===== config.mk =====
export PLATFORM = sky130hd
export DESIGN_NAME = wb_stage_multi_flat
export DESIGN_NICKNAME = d
export VERILOG_FILES = /design/src/rtl/wb_stage_multi_pkg.sv /design/src/rtl/wb_stage_multi_if.sv /design/src/rtl/wb_stage_multi_redirect_sel.sv /design/src/rtl/wb_stage_multi.sv /design/src/flat_wrapper.sv
export SDC_FILE = /design/constraint.sdc
export NUM_CORES = 1
export LEC_CHECK = 0
export ABC_AREA = 1
export CAP_MARGIN = 20
export CORE_AREA = 2 2 366 368
export CTS_CLUSTER_SIZE = 16
export DETAILED_ROUTE_END_ITERATION = 10
export DIE_AREA = 0 0 368 370
export PLACE_DENSITY = 0.44
export REMOVE_ABC_BUFFERS = 1
export SLEW_MARGIN = 20
export SYNTH_ARGS = -nofsm -noshare
export SYNTH_HDL_FRONTEND = slang
export SYNTH_SLANG_ARGS = --single-unit

===== constraint.sdc =====
create_clock -name clk -period 3.5 [get_ports clk]
set_input_delay 0.7 -clock clk [delete_from_list [all_inputs] [get_ports clk]]
set_output_delay 0.7 -clock clk [all_outputs]
set_load 0.03 [all_outputs]

===== src/rtl/wb_stage_multi_pkg.sv =====
// wb_pkg: shared defaults, per-lane writeback record and popcount helper for the writeback stage.
// Ports: none (package).
package wb_pkg;

    localparam int DEF_XLEN  = 64;
    localparam int DEF_SID_W = 4;
    localparam int MAX_LANES = 64;

    typedef struct packed {
        logic                 valid;
        logic [4:0]           rd;
        logic [DEF_XLEN-1:0]  value;
        logic [DEF_XLEN-1:0]  pc;
        logic [31:0]          inst;
        logic [DEF_SID_W-1:0] sid;
    } wb_lane_t;

    function automatic logic [6:0] popcount(input logic [MAX_LANES-1:0] v);
        logic [6:0] n;
        n = '0;
        for (int i = 0; i < MAX_LANES; i++) n = n + 7'(v[i]);
        return n;
    endfunction

endpackage


===== src/rtl/wb_stage_multi_if.sv =====
// wb_stage_multi_if: input group and output group handshake bus of the writeback stage.
// Ports: in_valid_i/in_ready_o + per-lane input fields (valid, redirect, rd, value, pc,
//        redirect_pc, inst, sid); out_valid_o/out_ready_i + per-lane output fields
//        (valid, wen, rd, value, pc, inst, sid). Lane k lives at slice k.
//        master = environment side, slave = the stage.
interface wb_stage_multi_if #(
    parameter int NUM_LANES = 2,
    parameter int XLEN      = wb_pkg::DEF_XLEN,
    parameter int SID_W     = wb_pkg::DEF_SID_W
);
    logic                       in_valid_i;
    logic                       in_ready_o;
    logic [NUM_LANES-1:0]       lane_valid_i;
    logic [NUM_LANES-1:0]       lane_redirect_i;
    logic [NUM_LANES*5-1:0]     lane_rd_i;
    logic [NUM_LANES*XLEN-1:0]  lane_value_i;
    logic [NUM_LANES*XLEN-1:0]  lane_pc_i;
    logic [NUM_LANES*XLEN-1:0]  lane_redirect_pc_i;
    logic [NUM_LANES*32-1:0]    lane_inst_i;
    logic [NUM_LANES*SID_W-1:0] lane_sid_i;
    logic                       out_valid_o;
    logic                       out_ready_i;
    logic [NUM_LANES-1:0]       lane_valid_o;
    logic [NUM_LANES-1:0]       lane_wen_o;
    logic [NUM_LANES*5-1:0]     lane_rd_o;
    logic [NUM_LANES*XLEN-1:0]  lane_value_o;
    logic [NUM_LANES*XLEN-1:0]  lane_pc_o;
    logic [NUM_LANES*32-1:0]    lane_inst_o;
    logic [NUM_LANES*SID_W-1:0] lane_sid_o;

    modport master (
        output in_valid_i, lane_valid_i, lane_redirect_i, lane_rd_i, lane_value_i, lane_pc_i,
               lane_redirect_pc_i, lane_inst_i, lane_sid_i, out_ready_i,
        input  in_ready_o, out_valid_o, lane_valid_o, lane_wen_o, lane_rd_o, lane_value_o,
               lane_pc_o, lane_inst_o, lane_sid_o
    );

    modport slave (
        input  in_valid_i, lane_valid_i, lane_redirect_i, lane_rd_i, lane_value_i, lane_pc_i,
               lane_redirect_pc_i, lane_inst_i, lane_sid_i, out_ready_i,
        output in_ready_o, out_valid_o, lane_valid_o, lane_wen_o, lane_rd_o, lane_value_o,
               lane_pc_o, lane_inst_o, lane_sid_o
    );
endinterface


===== src/rtl/wb_stage_multi_redirect_sel.sv =====
// wb_redirect_sel: finds the oldest valid lane requesting a redirect, squashes younger lanes, muxes its pc.
// Ports: lane_valid, lane_redirect (per lane), lane_redirect_pc (flat) in;
//        keep (surviving lane valids), hit (any redirect), redirect_pc out.
module wb_redirect_sel #(
    parameter int NUM_LANES = 2,
    parameter int XLEN      = 64
) (
    input  logic [NUM_LANES-1:0]      lane_valid,
    input  logic [NUM_LANES-1:0]      lane_redirect,
    input  logic [NUM_LANES*XLEN-1:0] lane_redirect_pc,
    output logic [NUM_LANES-1:0]      keep,
    output logic                      hit,
    output logic [XLEN-1:0]           redirect_pc
);
    logic found;

    // found flips on the first redirecting lane; that lane still retires, later ones are dropped
    always_comb begin
        found       = 1'b0;
        keep        = '0;
        redirect_pc = '0;
        for (int k = 0; k < NUM_LANES; k++) begin
            keep[k]     = lane_valid[k] && !found;
            redirect_pc = (!found && lane_valid[k] && lane_redirect[k]) ? lane_redirect_pc[k*XLEN +: XLEN] : redirect_pc;
            found       = found || (lane_valid[k] && lane_redirect[k]);
        end
    end

    assign hit = found;

endmodule


===== src/rtl/wb_stage_multi.sv =====
// wb_stage_multi: multi-lane writeback pipeline register with redirect select and retire counters.
// Ports: clk, rst (sync active-high); bus (slave side of wb_stage_multi_if: input group in,
//        registered output group out); flush_i; redirect_o/redirect_pc_o frontend redirect pulse;
//        retired_cnt_o, redirect_cnt_o wrapping performance counters.
module wb_stage_multi
    import wb_pkg::*;
#(
    parameter int NUM_LANES = 2,
    parameter int XLEN      = DEF_XLEN,
    parameter int SID_W     = DEF_SID_W,
    parameter int CNT_W     = 32
) (
    input  logic             clk,
    input  logic             rst,
    wb_stage_multi_if.slave  bus,
    input  logic             flush_i,
    output logic             redirect_o,
    output logic [XLEN-1:0]  redirect_pc_o,
    output logic [CNT_W-1:0] retired_cnt_o,
    output logic [CNT_W-1:0] redirect_cnt_o
);
    logic [NUM_LANES-1:0]       valid_q;
    logic [NUM_LANES*5-1:0]     rd_q;
    logic [NUM_LANES*XLEN-1:0]  value_q;
    logic [NUM_LANES*XLEN-1:0]  pc_q;
    logic [NUM_LANES*32-1:0]    inst_q;
    logic [NUM_LANES*SID_W-1:0] sid_q;
    logic                       redirect_q;
    logic [XLEN-1:0]            redirect_pc_q;
    logic [CNT_W-1:0]           retired_q;
    logic [CNT_W-1:0]           redir_cnt_q;
    logic [NUM_LANES-1:0]       keep;
    logic                       sel_hit;
    logic [XLEN-1:0]            sel_pc;
    logic                       out_valid;
    logic                       in_ready;
    logic                       in_fire;
    logic                       out_fire;

    wb_redirect_sel #(
        .NUM_LANES (NUM_LANES),
        .XLEN      (XLEN)
    ) u_sel (
        .lane_valid       (bus.lane_valid_i),
        .lane_redirect    (bus.lane_redirect_i),
        .lane_redirect_pc (bus.lane_redirect_pc_i),
        .keep             (keep),
        .hit              (sel_hit),
        .redirect_pc      (sel_pc)
    );

    assign out_valid = |valid_q;
    assign in_ready  = !out_valid || bus.out_ready_i;
    assign in_fire   = bus.in_valid_i && in_ready && !flush_i;
    assign out_fire  = out_valid && bus.out_ready_i;

    always_ff @(posedge clk) begin
        if (rst) begin
            valid_q       <= '0;
            rd_q          <= '0;
            value_q       <= '0;
            pc_q          <= '0;
            inst_q        <= '0;
            sid_q         <= '0;
            redirect_q    <= 1'b0;
            redirect_pc_q <= '0;
            retired_q     <= '0;
            redir_cnt_q   <= '0;
        end else begin
            // the pulse is tied to capture only, so a stalled group never re-asserts it
            redirect_q <= in_fire && sel_hit;
            if (in_fire && sel_hit) redirect_pc_q <= sel_pc;
            if (redirect_q) redir_cnt_q <= redir_cnt_q + 1'b1;
            if (out_fire) retired_q <= retired_q + CNT_W'(popcount(MAX_LANES'(valid_q)));
            if (flush_i) begin
                valid_q <= '0;
            end else if (in_fire) begin
                valid_q <= keep;
                rd_q    <= bus.lane_rd_i;
                value_q <= bus.lane_value_i;
                pc_q    <= bus.lane_pc_i;
                inst_q  <= bus.lane_inst_i;
                sid_q   <= bus.lane_sid_i;
            end else if (out_fire) begin
                valid_q <= '0;
            end
        end
    end

    always_comb begin
        bus.lane_wen_o = '0;
        for (int k = 0; k < NUM_LANES; k++) bus.lane_wen_o[k] = valid_q[k] && (rd_q[k*5 +: 5] != 5'd0);
    end

    assign bus.in_ready_o   = in_ready;
    assign bus.out_valid_o  = out_valid;
    assign bus.lane_valid_o = valid_q;
    assign bus.lane_rd_o    = rd_q;
    assign bus.lane_value_o = value_q;
    assign bus.lane_pc_o    = pc_q;
    assign bus.lane_inst_o  = inst_q;
    assign bus.lane_sid_o   = sid_q;
    assign redirect_o       = redirect_q;
    assign redirect_pc_o    = redirect_pc_q;
    assign retired_cnt_o    = retired_q;
    assign redirect_cnt_o   = redir_cnt_q;

endmodule

===== src/flat_wrapper.sv =====
// flat-port wrapper written by rule: the top's interface ports become plain ports
module wb_stage_multi_flat import wb_pkg::*;
#(
    parameter int NUM_LANES = 2,
    parameter int XLEN      = DEF_XLEN,
    parameter int SID_W     = DEF_SID_W,
    parameter int CNT_W     = 32
)
  (clk, rst, flush_i, redirect_o, redirect_pc_o, retired_cnt_o, redirect_cnt_o, bus_in_valid_i, bus_lane_valid_i, bus_lane_redirect_i, bus_lane_rd_i, bus_lane_value_i, bus_lane_pc_i, bus_lane_redirect_pc_i, bus_lane_inst_i, bus_lane_sid_i, bus_out_ready_i, bus_in_ready_o, bus_out_valid_o, bus_lane_valid_o, bus_lane_wen_o, bus_lane_rd_o, bus_lane_value_o, bus_lane_pc_o, bus_lane_inst_o, bus_lane_sid_o);
  wb_stage_multi_if #(.NUM_LANES(NUM_LANES), .XLEN(XLEN), .SID_W(SID_W)) bus_i ();
  input  logic clk;
  input  logic rst;
  input  logic flush_i;
  output logic redirect_o;
  output logic [XLEN-1:0] redirect_pc_o;
  output logic [CNT_W-1:0] retired_cnt_o;
  output logic [CNT_W-1:0] redirect_cnt_o;
  input wire logic [$bits(bus_i.in_valid_i)-1:0] bus_in_valid_i;
  input wire logic [$bits(bus_i.lane_valid_i)-1:0] bus_lane_valid_i;
  input wire logic [$bits(bus_i.lane_redirect_i)-1:0] bus_lane_redirect_i;
  input wire logic [$bits(bus_i.lane_rd_i)-1:0] bus_lane_rd_i;
  input wire logic [$bits(bus_i.lane_value_i)-1:0] bus_lane_value_i;
  input wire logic [$bits(bus_i.lane_pc_i)-1:0] bus_lane_pc_i;
  input wire logic [$bits(bus_i.lane_redirect_pc_i)-1:0] bus_lane_redirect_pc_i;
  input wire logic [$bits(bus_i.lane_inst_i)-1:0] bus_lane_inst_i;
  input wire logic [$bits(bus_i.lane_sid_i)-1:0] bus_lane_sid_i;
  input wire logic [$bits(bus_i.out_ready_i)-1:0] bus_out_ready_i;
  output wire logic [$bits(bus_i.in_ready_o)-1:0] bus_in_ready_o;
  output wire logic [$bits(bus_i.out_valid_o)-1:0] bus_out_valid_o;
  output wire logic [$bits(bus_i.lane_valid_o)-1:0] bus_lane_valid_o;
  output wire logic [$bits(bus_i.lane_wen_o)-1:0] bus_lane_wen_o;
  output wire logic [$bits(bus_i.lane_rd_o)-1:0] bus_lane_rd_o;
  output wire logic [$bits(bus_i.lane_value_o)-1:0] bus_lane_value_o;
  output wire logic [$bits(bus_i.lane_pc_o)-1:0] bus_lane_pc_o;
  output wire logic [$bits(bus_i.lane_inst_o)-1:0] bus_lane_inst_o;
  output wire logic [$bits(bus_i.lane_sid_o)-1:0] bus_lane_sid_o;
  assign bus_i.in_valid_i = bus_in_valid_i;
  assign bus_i.lane_valid_i = bus_lane_valid_i;
  assign bus_i.lane_redirect_i = bus_lane_redirect_i;
  assign bus_i.lane_rd_i = bus_lane_rd_i;
  assign bus_i.lane_value_i = bus_lane_value_i;
  assign bus_i.lane_pc_i = bus_lane_pc_i;
  assign bus_i.lane_redirect_pc_i = bus_lane_redirect_pc_i;
  assign bus_i.lane_inst_i = bus_lane_inst_i;
  assign bus_i.lane_sid_i = bus_lane_sid_i;
  assign bus_i.out_ready_i = bus_out_ready_i;
  assign bus_in_ready_o = bus_i.in_ready_o;
  assign bus_out_valid_o = bus_i.out_valid_o;
  assign bus_lane_valid_o = bus_i.lane_valid_o;
  assign bus_lane_wen_o = bus_i.lane_wen_o;
  assign bus_lane_rd_o = bus_i.lane_rd_o;
  assign bus_lane_value_o = bus_i.lane_value_o;
  assign bus_lane_pc_o = bus_i.lane_pc_o;
  assign bus_lane_inst_o = bus_i.lane_inst_o;
  assign bus_lane_sid_o = bus_i.lane_sid_o;
  wb_stage_multi #(.NUM_LANES(NUM_LANES), .XLEN(XLEN), .SID_W(SID_W), .CNT_W(CNT_W)) u_core (.clk(clk), .rst(rst), .bus(bus_i), .flush_i(flush_i), .redirect_o(redirect_o), .redirect_pc_o(redirect_pc_o), .retired_cnt_o(retired_cnt_o), .redirect_cnt_o(redirect_cnt_o));
endmodule

# == Word level (Yosys, flattened, before mapping) ==
# Index checks and enable logic that the tools add are counted.
# Widths: inputs -> output; s select.
# totals
reg_bits,469
latchBits,0
mem_bits_rw,0
mem_bits_ro,0
in_bits,475
n_memories,0
# classes
add_sub_neg,3
n_mul,0
div_mod_pow,0
order_cmp,0
eq_ne,0
n_shift,0
n_mux,4
bitwise_logic,1
reduce_logical,21
# op_table
op,n
$mux 64,2
$add 32x1->32 const B,1
$add 32x7->32,1
$logic_and 1x1->1,10
$reduce_bool 5->1,2
$mux 2,2
$reduce_or 2->1,2
$logic_not 1->1,3
$add 1x1->2,1
$logic_or 1x1->1,2
$reduce_and 2->1,1
$reduce_bool 2->1,1
$not 1->1,1

# == Longest topological paths before layout ==
# logic_depth
ltp_word,6
depth_mapped,13

# == Cells and area by module ==
# Synthesis repeated with hierarchy kept, for this count alone.
# unflattened
hier_cells,2537
hier_area_um2,18632.9
# modules_own_cells
module,instances,cells_each,area_per_inst_um2,seq_area_each_um2
wb_stage_multi,1,2317,17646.9,9389.0
wb_redirect_sel,1,220,985.9,0.0

# == Worst setup path after synthesis ==
# OpenSTA, ideal clock, no wires.
# synth_path
kind,register to register
start,"reg u_core.valid_q[0], in the netlist u_core.bus.lane_valid_o[0]"
end,"reg u_core.retired_q[22], in the netlist u_core.retired_cnt_o[22]"
t_arrival_ns,2.138
required_ns,3.384
setup_slack_ns,1.247
stages_incl_launch_ff,14
period_less_slack_ns,2.253
cell_sequence,dfxtp_1 > inv_1 > ha_1 > ha_1 > inv_1 > fa_1 > inv_1 > nand2_1 > nor2_1 > nand3_1 > nor2_1 > nand3_1 > nand2_1 > nor2_1
# synth_between
elab_chain_cells,2
# synth_lines
element,line,text
start: declaration,wb_stage_multi.sv:22,logic [NUM_LANES-1:0] valid_q;
start signal: assignment,wb_stage_multi.sv:78,valid_q <= keep;
$add 1x1->2 / $reduce_or 2->1 (equally long branches),"wb_stage_multi_pkg.sv:21, wb_stage_multi.sv:52",
$add 32x7->32 / $logic_and 1x1->1 (equally long branches),"wb_stage_multi.sv:74, wb_stage_multi.sv:55",
end signal: assignment,wb_stage_multi.sv:74,if (out_fire) retired_q <= retired_q + CNT_W'(popcount(MAX_LANES'(valid_q)));
end: declaration,wb_stage_multi.sv:30,logic [CNT_W-1:0] retired_q;
# Parallel ways exist; a longest one is shown, timed or not.
# A chain may end at the register's enable or synchronous reset.

# == Worst setup path in the final report ==
# layout_path
start,"reg u_core.rd_q[0], in the netlist u_core.bus.lane_rd_o[0]"
end,out bus_lane_wen_o[0]
# layout_between
elab_chain_cells,2
# layout_lines
element,line,text
start: declaration,wb_stage_multi.sv:23,logic [NUM_LANES*5-1:0] rd_q;
start signal: assignment,wb_stage_multi.sv:79,rd_q <= bus.lane_rd_i;
$reduce_bool 5->1,wb_stage_multi.sv:92,for (int k = 0; k < NUM_LANES; k++) bus.lane_wen_o[k] = valid_q[k] && (rd_q[k*5 +: 5] != 5'd0);
$logic_and 1x1->1,wb_stage_multi.sv:92,
end: declaration,flat_wrapper.sv:31,output wire logic [$bits(bus_i.lane_wen_o)-1:0] bus_lane_wen_o;
# No other way between the ends.

==> flow_summary.ini <==
[status]
status = finished, final reports clean

[pwr]
leakage_nw = 12.2
p_int_mw = 10.9
seqPwrFrac_pct = 37.8
power_density_mw_per_mm2 = 479
combPwrFrac_pct = 18.2
swShare_pct = 29.1
p_switching_mw = 4.49
power_frac_clock_pct = 44.0
peakVddDrop_mv = 0.292

[setup_path]
endpoint_kind = primary output
max_stage_delay_ps = 600
arrival_ps = 2170
cp_max_fo = 3
critPathKind = flip-flop to primary output
ff2ff_path_depth = 13
slowest_stage = clkdlybuf4s50_1
critPathLaunchType = flip-flop
crit_path_cell_trace = or2_2 > o41ai_1 > inv_1 > clkdlybuf4s50_1
crit_required_ps = 2800

[global_routing]
grt_pass1_wl_mm = 141
antenna_found_initial = 14
overflow = 0
track_usage_pct = 14.3
grt_max_degree = 139
grt_pass1_vias = 19130

[floorplanning]
dieArea_mm2 = 0.136
rows = 134
start_util_pct = 13.8
fp.dieW_um = 368
dieHeight_um = 370
io-pin-count = 948
core_mm2 = 0.132

[run]
cap_viol_max_count = 0

[sta]
setup_viol = 0
slew_headroom_pct = 41.0
slew_violations = 0
rsz0062_at_grt = false
min_period_ps = 2870
tightest_slew_ps = 885
skew_ps = 30.8
holdWs_ps = 479
max_freq_ghz = 0.348
finalCritPeriodShare_pct = 82.0
hold_viol_final = 0

[clock_network]
cts.sinks = 469
clk_path_buf_depth = 3
root_buffer = clkbuf_16
clk_pin_slew_worst_paths_ps = 50
clk_latency_ps = 650
hold_buffers = 0
numCtsBuffers = 66
cts_setup_buffers = 0
h-tree-depth = 3
cts_resized = 0
cts_tree = built

[placed_design]
gp_congestion = 0.832
dpl.hpwl_mm = 78.4
io_buffers = 947

[cells_and_area]
ff_latch_area_mm2 = 0.00939
synthToLayoutAreaGrowth_pct = 75.8
fillers = 14591
drive_above_1_share_pct = 5.90
multi_input_area_mm2 = 0.00789
final_util_pct = 24.3
final_cell_mix = 945 x clkdlybuf4s50_1, 785 x nor2_1, 469 x dfxtp_1, 350 x o21ai_0, 241 x nand3_1
final_common_cell = clkdlybuf4s50_1
fin_nets = 3817

[worst_hold_path]
whs_path_depth = 2
hold_class = flip-flop to flip-flop

[drt]
firstDrtPassIters = 5
post_drt_via_cell_ratio = 3.80
totalWireLength_mm = 101
drt_iter0_drc = 883
vias = 19609
ant_nets = 0
routedWlPerCell_um = 19.5
drc = 0

[yosys]
synth_cells = 2417
yosys_warnings = 0
syn_avg_cell_area_um2 = 7.58
synth_cell_types = 37
synth_seq_area_share_pct = 51.2
synth_seq_cells = 469
netlist_area_mm2 = 0.0183
-- per-stage QoR --
stage | power [mW] | std cells | setup TNS [ps] | cell area, um2 | setup slack (ps)
2_1_floorplan | 7.19 | 2248 | -1137700 | 17600 | -2680
3_3_place_gp | 8.79 | 5036 | 0 | 30000 | 727
3_5_place_dp | 8.79 | 5036 | 0 | 30000 | 683
4_1_cts | 15.8 | 5155 | 0 | 32200 | 506
5_1_grt | 16.1 | 5158 | 0 | 32200 | 408
6_report | 15.4 | 5161 | 0 | 32200 | 628
-- final timing paths --
kind                              start                    endpoint  slack [ps]
max reg2reg  u_core.bus.lane_valid_o[0]    u_core.retired_cnt_o[22]        1030
min          u_core.bus.lane_inst_o[40]  u_core.bus.lane_inst_o[40]         480
min reg2reg  u_core.bus.lane_inst_o[40]  u_core.bus.lane_inst_o[40]         480
max             u_core.bus.lane_rd_o[0]           bus_lane_wen_o[0]         630
-- area by class of cell --
cell class                 count  area share [%]
inverter                      83            1.02
antenna                        6          0.0466
timing repair buffer        1020            31.8
sequential                   469            29.1
clock buffer                 102            5.92
clock inverter                17           0.800
tap                         1768            6.86
multi-input combinational   1696            24.5
-- cell usage after synthesis --
cell type	number	area [um2]
dfxtp_1	469	9390
nor3_2	2	20.0
nor2_1	785	2950
nand2_2	2	12.5
fa_1	1	20.0
ha_1	5	62.6
nand3_2	1	10.0
inv_1	78	293
clkbuf_1	92	345
o21bai_1	3	22.5
nand2_1	146	548
a21oi_1	28	140
nand4_1	15	93.8
nand3b_1	1	7.51
a211oi_1	1	7.51
xnor2_1	3	26.3
nand3_4	2	35.0
a31oi_1	2	12.5
nor2b_1	1	6.26
a21oi_2	1	8.76
o41ai_1	2	17.5
buf_1	2	7.51
nor2_2	11	68.8
o21ai_0	350	1750
o211a_1	64	641
and3_1	1	6.26
o21ai_1	1	5.00
buf_2	63	315
o21a_1	4	30.0
xor2_1	6	52.6
buf_4	12	90.1
nor3b_1	2	15.0
nor2_4	3	33.8
inv_2	5	18.8
nor3_1	10	50.1
nand3_1	241	1210
or2_2	2	12.5
-- cell families (layout without fill, tap and decap cells) --
group	Yosys count	in the layout	synth area share, %
buf+inv	252	1222	5.84
flops	469	469	51.2
xor+xnor	9	9	0.430
fa+ha+maj	6	6	0.451
simple gates	1225	1225	27.7
other cells	0	6	0
compound gates	456	456	14.4
-- worst max-delay path, delay by kind of cell (launching register included) --
kind	cells	cell delay [ps]
flops	1	350
simple gates	1	300
buf+inv	2	670
compound gates	1	240
-- registers in the layout, indices dropped and copies added, names as in the netlist --
register,count
u_core.bus.lane_inst_o,64
u_core.bus.lane_pc_o,128
u_core.bus.lane_rd_o,10
u_core.bus.lane_sid_o,8
u_core.bus.lane_valid_o,2
u_core.bus.lane_value_o,128
u_core.redirect_cnt_o,32
u_core.redirect_o,1
u_core.redirect_pc_o,64
u_core.retired_cnt_o,32
-- power groups by stage --
stage	Sequential, mW	Clock [mW]	Combinational [mW]
after floorplan	6.52	0	0.667
after global placement	5.94	0	2.84
after detailed placement	5.95	0	2.85
after CTS	5.83	7.10	2.86
after global routing	5.87	7.26	3.01
final	5.83	6.80	2.80
-- per-layer routing --
metal  part of all wire, %  GRT usage (%)  up-vias
li1                      -              -     9813
met4                   3.7           6.15       16
met2                    48           23.8      584
met3                   7.4           4.77      150
met1                    41           16.6     9046
met5                 0.099              0        -
Power figures use the tool's default switching activity.
